<file path="src/rtl/ifetch_dual.sv">
// Dual-port instruction fetch: issues pc/pc+4 pairs to the ROM and queues the responses in order.
// Optional performance counters are compiled in when IFETCH_PERF_EN is defined.
module ifetch_dual #(
    parameter logic [31:0] RESET_PC = 32'h00000000,
    parameter int          QDEPTH   = 4,
    parameter logic [31:0] NOP      = 32'h00000013
) (
    input  logic        clk,
    input  logic        reset,
    output logic [31:0] addrA,
    output logic [31:0] addrB,
    input  logic [31:0] doutA,
    input  logic [31:0] doutB,
    input  logic        redirect_valid,
    input  logic [31:0] redirect_pc,
    output logic        out_valid,
    input  logic        out_ready,
    output logic [31:0] out_inst,
    output logic [31:0] out_pc
`ifdef IFETCH_PERF_EN
    ,
    output logic [31:0] perf_issued,
    output logic [31:0] perf_flushed
`endif
);

    localparam int AW = $clog2(QDEPTH);

    logic [31:0]   pc;
    logic [31:0]   pc_p1;
    logic          vld_p1;
    logic [AW-1:0] head;
    logic [AW-1:0] tail;
    logic [AW-1:0] tail_nx;
    logic [AW:0]   count;
    logic [AW+2:0] demand;
    logic          issue;
    logic          push;
    logic          pop;

    logic [31:0]   q_inst [QDEPTH];
    logic [31:0]   q_pc   [QDEPTH];

    // Issue stage (p0): the pending pair is reserved before the pop is credited
    assign demand  = {2'b00, count} + {{(AW+1){1'b0}}, vld_p1, 1'b0} + (AW+3)'(2);
    assign issue   = !reset && !redirect_valid && (demand <= (AW+3)'(QDEPTH));
    assign addrA   = pc;
    assign addrB   = pc + 32'd4;

    assign out_valid = (count != '0);
    assign pop       = out_valid && out_ready;
    assign push      = vld_p1 && !redirect_valid && !reset;
    assign tail_nx   = tail + 1'b1;
    assign out_inst  = out_valid ? q_inst[head] : NOP;
    assign out_pc    = out_valid ? q_pc[head]   : 32'd0;

    always_ff @(posedge clk) begin
        if (reset) begin
            pc     <= RESET_PC;
            vld_p1 <= 1'b0;
        end else if (redirect_valid) begin
            pc     <= {redirect_pc[31:2], 2'b00};
            vld_p1 <= 1'b0;
        end else begin
            if (issue)
                pc <= pc + 32'd8;
            vld_p1 <= issue;
        end
    end

    always_ff @(posedge clk) begin
        if (issue)
            pc_p1 <= pc;
    end

    // Capture stage (p1): ROM data returns one cycle after issue, A ahead of B
    always_ff @(posedge clk) begin
        if (push) begin
            q_inst[tail]    <= doutA;
            q_pc[tail]      <= pc_p1;
            q_inst[tail_nx] <= doutB;
            q_pc[tail_nx]   <= pc_p1 + 32'd4;
        end
    end

    always_ff @(posedge clk) begin
        if (reset || redirect_valid) begin
            head  <= '0;
            tail  <= '0;
            count <= '0;
        end else begin
            if (push)
                tail <= tail + AW'(2);
            if (pop)
                head <= head + 1'b1;
            case ({push, pop})
                2'b11:   count <= count + 1'b1;
                2'b10:   count <= count + (AW+1)'(2);
                2'b01:   count <= count - 1'b1;
                default: count <= count;
            endcase
        end
    end

`ifdef IFETCH_PERF_EN
    function automatic logic [31:0] sat_add(input logic [31:0] a, input logic [31:0] b);
        logic [32:0] s;
        s = {1'b0, a} + {1'b0, b};
        return s[32] ? 32'hFFFFFFFF : s[31:0];
    endfunction

    always_ff @(posedge clk) begin
        if (reset) begin
            perf_issued  <= '0;
            perf_flushed <= '0;
        end else begin
            if (issue)
                perf_issued <= sat_add(perf_issued, 32'd2);
            if (redirect_valid)
                perf_flushed <= sat_add(perf_flushed, 32'(count) + (vld_p1 ? 32'd2 : 32'd0));
        end
    end
`endif

endmodule

</file>
<file path="config.mk">
export PLATFORM = sky130hd
export DESIGN_NAME = ifetch_dual
export DESIGN_NICKNAME = d
export VERILOG_FILES = /design/src/rtl/ifetch_dual.sv
export SDC_FILE = /design/constraint.sdc
export NUM_CORES = 1
export LEC_CHECK = 0
export BUFFER_PORTS_ARGS = -buffer_cell sky130_fd_sc_hd__buf_2
export CORE_MARGIN = 2
export CORE_UTILIZATION = 40
export CTS_CLUSTER_DIAMETER = 60
export DETAILED_ROUTE_END_ITERATION = 10
export PLACE_DENSITY = 0.66
export SYNTH_ARGS = -nofsm -noshare
export SYNTH_HDL_FRONTEND = slang
export SYNTH_SLANG_ARGS = --single-unit
</file>
<file path="constraint.sdc">
create_clock -name clk -period 7.52 [get_ports clk]
set_clock_uncertainty 0.15 [all_clocks]
set_input_delay 1.504 -clock clk [delete_from_list [all_inputs] [get_ports clk]]
set_output_delay 1.504 -clock clk [all_outputs]
set_load 0.005 [all_outputs]
</file>
Word level (Yosys, flattened, before mapping). Memories as Yosys holds them, arrays and structs flattened. A register that Yosys moved wholly into a read port is not among the register bits. Index checks and enable logic that the tools add are counted.

Bits in writable memories: 256. Memories: 2. Flip-flop bits (word level): 72. Output and inout port bits: 129. Bits of input ports: 100. Logic and storage cells: 47.

Memory list: q_inst (words 4, bits a word 32, rd ports 1, clocked after memory_dff 1, write ports 2, RTL line 41) `logic [31:0] q_inst [QDEPTH];`; q_pc (words 4, bits a word 32, rd ports 1, clocked after memory_dff 1, write ports 2, RTL line 42) `logic [31:0] q_pc [QDEPTH];`.

Mux-type cells: 11. Magnitude comparators: 1. Equal/unequal tests: 3. Reductions and logical operators: 12. $add $sub $neg: 11.

Operators by type and width (number): $mux 32 (4); $add 32x3->32 const B (2); $add 32x4->32 const B (1); $pmux 3 s3 (1); $mux 2 (4); $reduce_bool 3->1 (2); $add 4x2->5 const B (1); $le 5x3->1 const B (1); $logic_and 1x1->1 (5); $add 2x1->2 const B (2); $add 3x2->4 (1); $eq 2x2->1 const B (2); $add 3x1->3 const B (1); $add 3x2->3 const B (1); $sub 3x1->3 const B (1); $add 2x2->2 const B (1); $eq 2x1->1 const B (1); $logic_not 1->1 (2); $mux 1 (2); $reduce_bool 2->1 (1); $reduce_or 2->1 (1); $logic_or 1x1->1 (1).

Longest topological paths before layout.
Word-level depth: 6. Mapped depth: 11. Mapped depth without buffers: 9.

Least setup slack after synthesis. Ideal clock, no wire load.

Path kind: input to register. Start: input redirect_valid. End: memory q_inst[0][0], enable pin. Data arrival time: 6.927 ns. Library setup time: 0.609 ns. Path buffers: 0. Path slack: -0.166 ns. Stages on the path: 3. Cell sequence: nor2_1 > nand2_1 > nor2_1.

RTL lines: start, declared (RTL line 14) `input logic redirect_valid,`; end, declared (RTL line 41).

Worst setup path in the final report.
Start: register pc[4], in the netlist addrA[4]. End: output addrB[25].

Cells in the longest elaborated chain, start to end: 1.

Ends and longest elaborated chain: start, declared (RTL line 29) `logic [31:0] pc;`; start signal, assigned (RTL line 62) `pc <= {redirect_pc[31:2], 2'b00};`; start signal, assigned (RTL line 66) `pc <= pc + 32'd8;`; $add 32x3->32 (RTL line 48) `assign addrB = pc + 32'd4;`; end, declared (RTL line 11) `output logic [31:0] addrB,`.

Every way passes these cells.

==> results.yml <==
critical_path:
  r2r-end: "addrA[25]"
  path_cells: "ha_1 > nand3_1 > nor4_2 > nand2_1 > xnor2_1 > buf_2"
  cp_slowest_cell: "nor4_2"
  slowest_delay_ns: 1.00
  critPathLaunch: "addrA[4]"
  endpoint_kind: "primary output"
  reg2reg_depth: 10
  crit_path_start_kind: "flop"
  path_max_fanout: 10
  critical_path.top_delay_family: "simple AND/OR/NAND/NOR gates"
  r2r_slack_ns: 4.35
  cp.required_ns: 5.87
  crit_type: "reg -> out"
  endpoint: "addrB[25]"
  crit_cells: 6
  r2r-start: "vld_p1"
  cp.arrival_ns: 3.21
  critPathBufInv: 1
placement:
  dpl.hpwl_mm: 18.7
  gp_congestion: 0.819
  dp_slack_ns: 3.14
  place.port_buffers: 220
floorplan:
  initial_core_util_pct: 40.6
  die-area_um2: 35500
  die_x_um: 188
  io_pins: 229
  core_area_um2: 33500
  rows: 67
  fp.dieH_um: 188
cts:
  cts.sinks: 317
  clock_tree.root_cell: "clkbuf_16"
  cts_resized: 0
  clk_path_buf_depth: 3
  clk_latency_ns: 0.50
  ctsHoldBuffers: 0
  cts_tree: "yes"
  clk_pin_slew_worst_paths_ns: 0.06
  cts.htree.levels: 2
  post_cts_buffers: 0
  cts_buffers: 35
logic_synthesis:
  synth_top_area_share_pct: 61.4
  ys.flop_type: "edfxtp_1"
  async_flop_share_pct: 0
  synth_seq_cells: 317
  yosysWarnings: 0
  synth_common_cells: "edfxtp_1 (278), and2_1 (63), mux4_2 (62)"
  yosys-top-cells-area: "edfxtp_1 (61%), mux4_2 (10%), dfxtp_1 (5.7%)"
  yosysSeqAreaShare_pct: 67.1
  synth_top_cell_by_area: "edfxtp_1"
  synth_area_um2: 13600
  synth_most_common_cell: "edfxtp_1"
  syn_avg_cell_area_um2: 15.6
  yosysUniqueCellTypes: 58
  syn-instance-count: 874
  synth-edff-count: 278
run:
  drv_cap: 0
timing:
  hold_viol: 0
  rsz0062_at_grt: "no"
  finalSetupTns_ns: 0
  worstMarginPinSlew_ns: 1.08
  min_period_ns: 4.87
  slew_violations: 0
  slew_headroom_pct: 27.5
  maxClockFrequency_mhz: 206
  timing.final.crit_share_pct: 64.7
  postLayoutSetupSlackWorst_ns: 2.65
  setup_viol: 0
power_and_ir_drop:
  power_leakage_nw: 5.71
  ir_drop_v: 0.000125
  power.density_nw_per_um2: 243
route:
  vias_per_cell: 5.26
  drt_iter0_drc: 566
  drt-total-wl_mm: 28.6
  wl_per_cell_um: 18.4
  drc: 0
  num_vias: 8189
  ant_nets: 0
  firstDrtPassIters: 5
global_routing:
  grt_max_degree: 125
  overflow: 0
  grt_pass1_wl_mm: 45.4
  grtUsageTotal_pct: 16.2
  grt_pass1_vias: 8234
  antenna_found_initial: 2
outcome:
  run_status: "finished, final reports clean"
cells_and_area:
  drive_gt1_share_pct: 32.5
  final_core_util_pct: 48.7
  fin_nets: 1191
  synthToLayoutAreaGrowth_pct: 19.9
hold_path:
  min_delay_path_depth: 0
  hp-class: "reg -> reg"
-- area by class of cell --
class / count / area (um2)
Clock inverter: 14 / 206
Fill cell: 2896 / 17200
Inverter: 19 / 71.3
Timing Repair Buffer: 227 / 1170
Antenna cell: 2 / 5.00
Clock buffer: 44 / 1000
Sequential cell: 317 / 9130
Tap cell: 448 / 561
Multi-Input combinational cell: 485 / 4170
-- report_power, final --
group / switching [mW] / leakage [nW] / internal [mW]
registers: 0.0516 / 2.85 / 1.96
logic: 0.104 / 2.27 / 0.0926
clock network: 0.641 / 0.592 / 1.11
-- through the flow --
stage | instances | cell area, um2 | power [mW] | hold WS [ns]
5_1_grt | 1554 | 16300 | 4.10 | 0.358
2_1_floorplan | 879 | 13600 | 2.14 | 0.295
4_1_cts | 1554 | 16300 | 4.01 | 0.339
3_3_place_gp | 1496 | 15100 | 2.24 | 0.309
6_report | 1556 | 16300 | 3.96 | 0.335
3_5_place_dp | 1496 | 15100 | 2.24 | 0.319
-- worst min-delay path by stage --
stage	from	endpoint	slack, ns
finish	pc_p1[30]	q_pc[2][30]	0.34
floorplan	pc_p1[30]	q_pc[0][30]	0.30
global route	pc_p1[30]	q_pc[2][30]	0.36
global placement	pc_p1[30]	q_pc[2][30]	0.31
CTS	pc_p1[30]	q_pc[2][30]	0.34
detailed placement	pc_p1[30]	q_pc[2][30]	0.32
-- kinds of logic (layout without fill, tap and decap cells) --
logic type,count (synthesis),in the layout,share of synthesized area [%]
other,1,8,0.0276
AO/OA/AOI/OAI,67,67,3.77
flip-flops,317,317,67.1
XOR/XNOR,68,68,4.38
buffers and inverters,77,304,2.49
AND/OR/NAND/NOR,274,274,11.2
adder cells (fa/ha/maj),6,6,0.607
multiplexers,64,64,10.4
-- layer usage --
layer	vias up	GRT usage (%)	part of all wire [%]
li1	3819	-	-
met4	0	4.63	1.9
met5	-	0	0
met1	3966	22.0	44
met2	362	26.6	47
met3	42	3.37	8.0
-- state kept, by name, indices dropped and copies added (netlist names), named ones only --
name    cells
addrA      30
count       3
head        2
pc_p1      30
q_inst    128
q_pc      120
tail        1
vld_p1      1
-- cells in the final DEF, fill, tap and decap left out, drive strengths merged, types with 16 or more instances in the layout --
cell / instances
nor4: 16
nand3: 27
dfxtp: 39
mux4: 62
clkbuf: 44
nor2: 33
inv: 19
nand2: 50
edfxtp: 278
xnor2: 39
nand4: 22
and2: 63
buf: 227
xor2: 29
No activity file was read; power rests on OpenSTA's default activity.
